[config.mk]
export PLATFORM = sky130hd
export DESIGN_NAME = safe
export DESIGN_NICKNAME = d
export VERILOG_FILES = /design/src/rtl/safe.sv
export SDC_FILE = /design/constraint.sdc
export NUM_CORES = 1
export LEC_CHECK = 0
export BUFFER_PORTS_ARGS = -buffer_cell sky130_fd_sc_hd__buf_2
export CAP_MARGIN = 10
export CORE_AREA = 2 2 39 41
export CTS_CLUSTER_SIZE = 40
export DETAILED_ROUTE_END_ITERATION = 10
export DIE_AREA = 0 0 41 43
export GPL_TIMING_DRIVEN = 0
export PLACE_DENSITY = 0.43
export SYNTH_ARGS = -nofsm -noshare
export SYNTH_HDL_FRONTEND = slang
export SYNTH_SLANG_ARGS = --single-unit
export TNS_END_PERCENT = 100
[constraint.sdc]
create_clock -name clk -period 2.3 [get_ports clk]
set_clock_uncertainty 0.1 [all_clocks]
set_input_delay 0.115 -clock clk [delete_from_list [all_inputs] [get_ports clk]]
set_output_delay 0.115 -clock clk [all_outputs]
set_load 0.05 [all_outputs]
[src/rtl/safe.sv]
// Four-nibble combination lock: unlocks only on the exact CODE sequence.
// Optional wrong-attempt lockout is compiled in with `define SAFE_LOCKOUT_EN.
module safe #(
  parameter logic [15:0] CODE      = 16'hC0DE,
  parameter logic [3:0]  MAX_FAILS = 4'd3
) (
  input  logic       clk,
  input  logic       reset,
  input  logic [3:0] din,
  input  logic       din_valid,
  output logic       unlocked
);

`ifdef SAFE_LOCKOUT_EN
  typedef enum logic [1:0] {ENTRY = 2'd0, OPEN = 2'd1, LOCKOUT = 2'd2} state_t;
`else
  typedef enum logic [1:0] {ENTRY = 2'd0, OPEN = 2'd1} state_t;
`endif

  state_t      state_r;
  state_t      next_state_s;
  logic [1:0]  idx_r;
  logic [1:0]  next_idx_s;
  logic        mismatch_r;
  logic        next_mismatch_s;
  logic        digit_bad_s;
  logic        unlocked_s;
  logic        unlocked_r;
`ifdef SAFE_LOCKOUT_EN
  logic [3:0]  fail_cnt_r;
  logic [3:0]  next_fail_cnt_s;
`endif

  function automatic logic [3:0] code_digit(input logic [1:0] k);
    logic [3:0] d;
    case (k)
      2'd0:    d = CODE[15:12];
      2'd1:    d = CODE[11:8];
      2'd2:    d = CODE[7:4];
      2'd3:    d = CODE[3:0];
      default: d = 4'd0;
    endcase
    return d;
  endfunction

  // State and datapath registers
  always_ff @(posedge clk) begin
    if (reset) begin
      state_r    <= ENTRY;
      idx_r      <= 2'd0;
      mismatch_r <= 1'b0;
      unlocked_r <= 1'b0;
`ifdef SAFE_LOCKOUT_EN
      fail_cnt_r <= 4'd0;
`endif
    end else begin
      state_r    <= next_state_s;
      idx_r      <= next_idx_s;
      mismatch_r <= next_mismatch_s;
      unlocked_r <= unlocked_s;
`ifdef SAFE_LOCKOUT_EN
      fail_cnt_r <= next_fail_cnt_s;
`endif
    end
  end

  // Next-state and digit-tracking logic; din is only looked at under din_valid
  always_comb begin
    next_state_s    = state_r;
    next_idx_s      = idx_r;
    next_mismatch_s = mismatch_r;
    digit_bad_s     = 1'b0;
`ifdef SAFE_LOCKOUT_EN
    next_fail_cnt_s = fail_cnt_r;
`endif
    case (state_r)
      ENTRY: begin
        if (din_valid) begin
          digit_bad_s = (din != code_digit(idx_r));
          if (idx_r == 2'd3) begin
            next_idx_s      = 2'd0;
            next_mismatch_s = 1'b0;
            if (!mismatch_r && !digit_bad_s) begin
              next_state_s = OPEN;
            end else begin
`ifdef SAFE_LOCKOUT_EN
              next_fail_cnt_s = fail_cnt_r + 4'd1;
              if ((fail_cnt_r + 4'd1) == MAX_FAILS) begin
                next_state_s = LOCKOUT;
              end else begin
                next_state_s = ENTRY;
              end
`else
              next_state_s = ENTRY;
`endif
            end
          end else begin
            next_idx_s      = idx_r + 2'd1;
            next_mismatch_s = mismatch_r | digit_bad_s;
          end
        end else begin
          next_idx_s = idx_r;
        end
      end
      OPEN: begin
        next_state_s = OPEN;
      end
`ifdef SAFE_LOCKOUT_EN
      LOCKOUT: begin
        next_state_s = LOCKOUT;
      end
`endif
      default: begin
        next_state_s    = ENTRY;
        next_idx_s      = 2'd0;
        next_mismatch_s = 1'b0;
      end
    endcase
  end

  // Output decode, registered so unlocked rises on the edge that enters OPEN
  always_comb begin
    unlocked_s = 1'b0;
    case (next_state_s)
      OPEN:    unlocked_s = 1'b1;
      default: unlocked_s = 1'b0;
    endcase
  end

  assign unlocked = unlocked_r;

endmodule

==> results.toml, run 1 <==
[clock_tree]
clk_pin_slew_ns = 0.04
cts_num_sinks = 6
clockBufferDepth = 2
cts_setup_buffers = 0
clk_latency_ns = 0.23
cts_tree = "built"
numCtsBuffers = 3
cts_root_buffer = "clkbuf_4"
htree_levels = 1

[global_route]
grt_overflow = 0
grt_start_max_net_pins = 6
grt_pass1_vias = 254
grt.total_usage = 0.09146
antenna_found_initial = 0
grt_pass1_wl_mm = 1.028

[detailed_routing]
drc_errors = 0
wl_per_cell_um = 9.898
met2RoutedLength_um = 333
drt_iter0_markers = 2
routed.top_layer = "met4"
met3_length_um = 32
routed_wl_um = 584
antenna_left = 0
dr.pass1.iters = 2
vias = 266
wl_met1_um = 214
via_per_inst = 4.508

[final_layout]
final_layout_size_suffix_gt1_frac = 0.3488
multi_input_area_um2 = 186.4
final_cells = 59
regArea_um2 = 120.1
n_antenna_cell = 0
fin_nets = 55
syn_to_final_growth_pct = 27.56
fillers = 161

[die]
coreArea_um2 = 1384
row_count = 14
die-height_um = 43
design.die.area_um2 = 1763
die_x_um = 41
pin_count = 8
initial_core_util = 0.2297

[synthesis]
synthAdderAreaFrac = 0.1181
ys_warn_count = 0
synth_cell_types = 18
synth_top_family_by_area = "simple AND/OR/NAND/NOR gates"
synth_cells = 32
synth_xor_xnor_area_share = 0.05512
synth-simple-area-share = 0.2008
synth_area_per_cell_um2 = 9.931
synth-seq-cells = 6
yosysSeqAreaShare = 0.3780
synth_compound_area_frac = 0.2008
yosys-top-cells-area = "dfxtp_1 (38%), ha_1 (12%), a32o_1 (6.3%)"
netlist.area_leader.share = 0.3780
muxShareOfSynthArea = 0
synth_area_leader_cell = "dfxtp_1"
syn_area_um2 = 317.8
synth_nets = 42

[power]
p_per_area_nw_per_um2 = 564.6
irDropWorstVdd_mv = 0.2137
p_leak_nw = 0.2033

[place]
port_buffers = 7
dp_cells = 55
dpl.hpwl_um = 509.1
place.gp.congestion = 0.6066

[worst_setup_path]
cp_max_fo = 4
crit_type = "reg2reg"
arrival_ns = 1.47
critical_path_required_ns = 2.33
endpoint_kind = "flop"
cp-start-kind = "flop"

[sta]
finalSetupViolCount = 0
max_freq_ghz = 0.6950
hold_viol = 0
min_period_over_period = 0.6256
tns_ns = 0
drv_slew = 0
grt_setup_unrepaired = "false"
whs_ns = 0.2379
period_needed_ns = 1.439

[flow_run]
drv_cap = 0

[run_status]
status = "finished, final reports clean"

[hold_path]
hp-class = "in2reg"
repair_timing:
item | 4_1_cts | 5_1_grt
hold endpoints to repair | 1 | 0
resized for setup | 0 | 0
hold buffers | 1 | 0
worst paths after layout:
check,to,slack (ns),start,cells past startpoint
max,mismatch_r,0.86,idx_r[0],4
max reg2reg,mismatch_r,0.86,idx_r[0],4
min,idx_r[0],0.24,din_valid,4
min reg2reg,mismatch_r,0.33,state_r[1],1
layout make-up:
cell class,instances,share of cell area
inverter,3,0.02778
tap,16,0.04938
multi-input combinational,23,0.4599
clock buffer,3,0.05556
sequential,6,0.2963
timing repair buffer,8,0.1111
cell families (layout without fill, tap and decap cells):
family                   Yosys count  after routing
AND/OR/NAND/NOR                   10             10
AO/OA/AOI/OAI                      7              7
flip-flops                         6              6
adder cells (fa/ha/maj)            3              3
buffers and inverters              3             14
XOR/XNOR                           2              2
other                              1              1
where the power goes:
part / switching (mW) / leakage [nW] / internal (mW)
clock network: 0.0325 / 0.0138 / 0.0587
logic: 0.0141 / 0.140 / 0.0133
registers: 0.00250 / 0.0491 / 0.108
total: 0.0491 / 0.203 / 0.180
per-layer routing:
layer | GRT usage | up-vias
met5 | 0 | -
met4 | 0.06000 | 0
met3 | 0.04712 | 2
met2 | 0.1469 | 4
met1 | 0.08387 | 124
li1 | - | 136
metrics by stage:
step | util | setup slack (ns) | power (mW) | cell area (um^2)
2_1_floorplan | - | 0.9787 | 0.1282 | 317.8
3_3_place_gp | 0.2694 | 0.9020 | 0.1372 | 372.9
3_5_place_dp | 0.2694 | 0.8354 | 0.1388 | 372.9
4_1_cts | 0.2929 | 0.8233 | 0.2394 | 405.4
5_1_grt | 0.2929 | 0.7569 | 0.2473 | 405.4
6_report | 0.2929 | 0.8612 | 0.2289 | 405.4
registers in the layout, indices dropped and copies added (netlist names):
| name | count |
|---|---|
| unlocked | 1 |
| mismatch_r | 1 |
| idx_r | 2 |
| state_r | 2 |
cells in the mapped netlist:
cell and count:
and3_2 1, or2b_2 1, nor3_2 1, conb_1 1
a2111oi_2 1, nor3b_2 1, nand2_1 4, dfxtp_1 6
nand2b_1 1, inv_1 3, nor2_1 1, a21boi_0 1
o211a_1 1, a21oi_1 1, a32o_1 2, xor2_1 2
o22ai_1 1, ha_1 3
placed cells by master, fill, tap and decap left out, drive strengths merged:
cell type and instances:
o211a 1, a21oi 1, a32o 2, dlygate4sd3 1, nand2 4, inv 3, conb 1, o22ai 1
nand2b 1, and3 1, ha 3, nor2 1, nor3b 1, a2111oi 1, nor3 1, dfxtp 6
or2b 1, clkbuf 3, xor2 2, buf 7, a21boi 1
worst max-delay path, cell delays in order (launching register included):
cell       delay, ns
dfxtp_1         0.33
ha_1            0.25
nor3b_2         0.25
a21oi_1         0.08
a2111oi_2       0.32
Power figures use the tool's default switching activity.
==> inputs of run 2 (changes only) <==
Clock period 2.3 ns to 1.4 ns, I/O delays scaled along.
==> run 2 against run 1 <==
Flip-flop and latch count unchanged; non-clock buffer count increased by 1; setup slack got worse by 0.81 ns; total power increased by 72%; count of clock-buffer cells in the layout unchanged; die area unchanged; critical endpoint unchanged; worst hold slack got worse by 0.031 ns; sequential power increased by 65%; final cell count increased by 1.7%.
==> results.toml, run 2 (synthesis results as in run 1) <==
[sta]
max_freq_ghz = 0.7419
grt_setup_unrepaired = "true"
whs_ns = 0.2069
period_needed_ns = 1.348
drv_slew = 0
min_period_over_period = 0.9628
hold_viol = 0
finalSetupViolCount = 0

[clock_tree]
clockBufferDepth = 2
cts_num_sinks = 6
numCtsBuffers = 3
clk_pin_slew_ns = 0.04
htree_levels = 1
cts_tree = "built"
cts_root_buffer = "clkbuf_4"
clk_latency_ns = 0.23

[final_layout]
final_layout_size_suffix_gt1_frac = 0.6136
n_antenna_cell = 0
final_common_cell = "buf_2"
fillers = 148
layout_common_cells = "buf_2 (7), nand2_1 (4), dfxtp_1 (4)"
fin_nets = 56
final_cells = 60
reg.largest.list = "idx_r: 2 flops, state_r: 2 flops"
syn_to_final_growth_pct = 53.54
final_cell_area_um2 = 488.0

[detailed_routing]
vias = 265
routed_wl_um = 624
antenna_left = 0
drt_iter0_markers = 0
wl_per_cell_um = 10.40
via_per_inst = 4.417
dr.pass1.iters = 1
drc_errors = 0

[power]
p_per_area_nw_per_um2 = 805.5
p_leak_nw = 0.2106
total_power_uw = 393.0
irDropWorstVdd_mv = 0.3538

[worst_setup_path]
cp_max_fo = 3
cp_slowest_stage_delay_ns = 0.37
rrSetupSlack_ns = 0.05
path_delay_family = "compound AO/OA/AOI/OAI gates"
r2r_end = "mismatch_r"
startpoint = "idx_r[1]"
arrival_ns = 1.38
crit_type = "reg2reg"
endpoint_kind = "flop"
path_depth = 5
crit_slowest_cell = "dfxtp_4"
endpoint = "mismatch_r"
r2r-start = "idx_r[1]"
cp.buffers_inverters = 1
critical_path_required_ns = 1.43
reg2reg_depth = 5
cp-start-kind = "flop"
path_cells = "inv_1 -> ha_2 -> nand2b_1 -> o22ai_2 -> a2111oi_2"

[die]
row_count = 14
pin_count = 8
design.die.area_um2 = 1763
initial_core_util = 0.2297
coreArea_um2 = 1384
die-height_um = 43
die_x_um = 41

[global_route]
grt_pass1_vias = 249
antenna_found_initial = 0
grt_pass1_wl_mm = 1.069
grt_overflow = 0
grt_start_max_net_pins = 6
grt.total_usage = 0.09457

[place]
place_area_um2 = 372.9
dp_cells = 55
dpl.hpwl_um = 509.1
port_buffers = 7
place.gp.congestion = 0.6066

[run_status]
status = "finished, final reports clean"

[hold_path]
hp-class = "in2reg"

[flow_run]
drv_cap = 0
run 2: cell types whose count changed in the layout (fill, tap and decap cells not counted), sizes merged:
cell  change
buf       +1
run 2: worst min-delay path by stage:
| stage | from | end | slack (ns) | cells after the start |
|---|---|---|---|---|
| 2_1_floorplan | reset | mismatch_r | 0.05 | 1 |
| 3_3_place_gp | reset | mismatch_r | 0.16 | 2 |
| 3_5_place_dp | reset | mismatch_r | 0.17 | 2 |
| 4_1_cts | din_valid | state_r[0] | 0.19 | 3 |
| 5_1_grt | din_valid | state_r[0] | 0.22 | 3 |
| 6_report | din[2] | mismatch_r | 0.21 | 4 |
run 2: repair_timing:
item	4_1_cts	5_1_grt
gates resized for setup	4	13
hold buffers	1	0
gates cloned	0	0
pin swaps	4	5
setup buffers	1	0
endpoints found under the setup margin	3	3
hold endpoints to repair	1	0
run 2: cell type report:
class	count	area [um^2]	area share
Tap cell	16	20.02	0.04103
Clock buffer	3	22.52	0.04615
Inverter	3	11.26	0.02308
Multi-Input combinational cell	23	254.0	0.5205
Timing Repair Buffer	9	52.55	0.1077
Sequential cell	6	127.6	0.2615
run 2: layer usage:
| layer | part of all wire | global-route usage | vias to the layer above |
|---|---|---|---|
| li1 | - | - | 135 |
| met1 | 0.39 | 0.09709 | 124 |
| met2 | 0.55 | 0.1438 | 4 |
| met3 | 0.051 | 0.04712 | 2 |
| met4 | 0.0064 | 0.06000 | 0 |
| met5 | 0 | 0 | - |
run 2: report_power, final:
group	switching (mW)	leakage (nW)	internal, mW
sequential	0.00710	0.0506	0.175
clock	0.0542	0.0138	0.0964
combinational	0.0290	0.146	0.0312
run 2: metrics by stage:
| stage | setup TNS [ns] | setup slack (ns) | utilization |
|---|---|---|---|
| 2_1_floorplan | 0 | 0.07871 | - |
| 6_report | 0 | 0.05204 | 0.3526 |
| 3_5_place_dp | -0.1076 | -0.06462 | 0.2694 |
| 5_1_grt | -0.03451 | -0.03451 | 0.3526 |
| 3_3_place_gp | 0 | 0.001951 | 0.2694 |
| 4_1_cts | 0 | 0.008233 | 0.3083 |
run 2: worst min-delay path: cells and delay by family:
| family | cells | cell delay [ns] |
|---|---|---|
| compound gates | 2 | 0.29 |
| buf+inv | 1 | 0.08 |
| simple gates | 1 | 0.05 |
==> inputs of run 3 (changes only) <==
Settings changed: CELL_PAD_IN_SITES_DETAIL_PLACEMENT from default to 1, CELL_PAD_IN_SITES_GLOBAL_PLACEMENT from default to 1, CTS_BUF_LIST from default to sky130_fd_sc_hd__clkbuf_16, PLACE_DENSITY 0.43 to 0.53.
==> run 3 against run 2 <==
Fmax shrank 0.75%; highest routed layer unchanged; count of clock-buffer cells in the layout unchanged; first-iteration DRC count increased by 2; routed wire length up 11%; largest power group is now the clock network; largest cell class unchanged; setup slack worse by 0.010 ns; total power is 77% higher.
==> results.toml, run 3 (synthesis results as in run 1) <==
[worst_setup_path]
path_delay_family = "compound AO/OA/AOI/OAI gates"
endpoint_kind = "flop"
cp_slowest_stage_delay_ns = 0.37
crit_slowest_cell = "dfxtp_4"
crit_type = "reg2reg"
path_cells = "inv_2 -> ha_2 -> nand2b_1 -> o22ai_2 -> a2111oi_2"
cp-start-kind = "flop"
startpoint = "idx_r[1]"
cp_max_fo = 3
arrival_ns = 1.38
critical_path_required_ns = 1.42
r2r-start = "idx_r[1]"
cp.buffers_inverters = 1

[global_route]
grt_overflow = 0
grt_pass1_wl_mm = 1.110
grt_pass1_vias = 295
antenna_found_initial = 0
grt.total_usage = 0.1005
grt_start_max_net_pins = 6

[sta]
worst_slack_ns = 0.04180
min_period_over_period = 0.9701
hold_viol = 0
finalSetupViolCount = 0
period_needed_ns = 1.358
max_freq_ghz = 0.7363
grt_setup_unrepaired = "true"
drv_slew = 0

[final_layout]
fin_nets = 55
final_layout_size_suffix_gt1_frac = 0.5581
syn_to_final_growth_pct = 61.42
fillers = 160
layout_common_cells = "buf_2 (7), nand2_1 (4), dfxtp_1 (4)"
reg.largest.list = "idx_r: 2 flops, state_r: 2 flops"
n_antenna_cell = 0
multi_input_area_um2 = 234.0
final_common_cell = "buf_2"
regArea_um2 = 127.6

[detailed_routing]
drc_errors = 0
routed_wl_um = 692
via_per_inst = 4.729
wl_per_cell_um = 11.73
drt_iter0_markers = 2
antenna_left = 0
vias = 279
dr.pass1.iters = 4

[clock_tree]
htree_levels = 1
clockBufferDepth = 2
cts_tree = "built"
numCtsBuffers = 3
cts_num_sinks = 6
cts_root_buffer = "clkbuf_16"
clk_latency_ns = 0.23
clk_pin_slew_ns = 0.04

[die]
initial_core_util = 0.2297
design.die.area_um2 = 1763
pin_count = 8
die_x_um = 41
coreArea_um2 = 1384
row_count = 14
die-height_um = 43

[power]
p_leak_nw = 0.2267
p_per_area_nw_per_um2 = 1360
irDropWorstVdd_mv = 1.029
total_power_uw = 697.6

[hold_path]
min-delay-start = "din_valid"
hp-class = "in2reg"

[place]
place.gp.congestion = 0.6157
dpl.hpwl_um = 550.3
dp_slack_ns = -0.07327
port_buffers = 7

[run_status]
status = "finished, final reports clean"

[flow_run]
drv_cap = 0
## run 3: cell type report
type,instances,area share
sequential,6,0.2488
inverter,3,0.02195
multi-input combinational,23,0.4561
tap,16,0.03902
timing repair buffer,8,0.08780
clock buffer,3,0.1463
## run 3: per-layer routing
layer  GRT usage  vias to the layer above  routed length [um]
li1            -                      132                   -
met1     0.09032                      129                 264
met2      0.1563                       16                 354
met3     0.04712                        2                  59
met4     0.08667                        0                  14
met5           0                        -                   0
## run 3: per-stage QoR
step / area [um^2] / hold slack [ns] / TNS, ns / cells / util
floorplan: 317.8 / 0.04600 / 0 / 32 / -
global placement: 372.9 / 0.1612 / -0.03014 / 55 / 0.2694
detailed placement: 372.9 / 0.1673 / -0.2009 / 55 / 0.2694
CTS: 495.5 / 0.1764 / 0 / 59 / 0.3580
global route: 513.0 / 0.2073 / -0.04807 / 59 / 0.3707
finish: 513.0 / 0.1743 / 0 / 59 / 0.3707
## run 3: path summary, 6_finish.rpt
kind                endpoint  slack (ns)  cells after the start
hold / removal      idx_r[0]        0.17                      4
setup / recovery  mismatch_r        0.04                      5
hold reg to reg   mismatch_r        0.32                      1
setup reg to reg  mismatch_r        0.04                      5
## run 3: report_power, final
part / leakage (nW) / switching, mW / internal [mW] / total, mW
combinational: 0.139 / 0.0279 / 0.0275 / 0.0553
clock: 0.0370 / 0.0934 / 0.366 / 0.460
sequential: 0.0506 / 0.00694 / 0.176 / 0.183
total: 0.227 / 0.128 / 0.569 / 0.698
## run 3: worst reg2reg max path, stage by stage (launching register included)
cell,delay (ns)
dfxtp_4,0.37
inv_2,0.04
ha_2,0.17
nand2b_1,0.08
o22ai_2,0.12
a2111oi_2,0.36
## run 3: repair_timing
action                                 4_1_cts  5_1_grt
setup endpoints to repair                    3        3
pin swaps                                    5        2
setup buffers                                0        0
resized for setup                            9        5
endpoints found under the hold margin        1        0
hold buffers                                 1        0
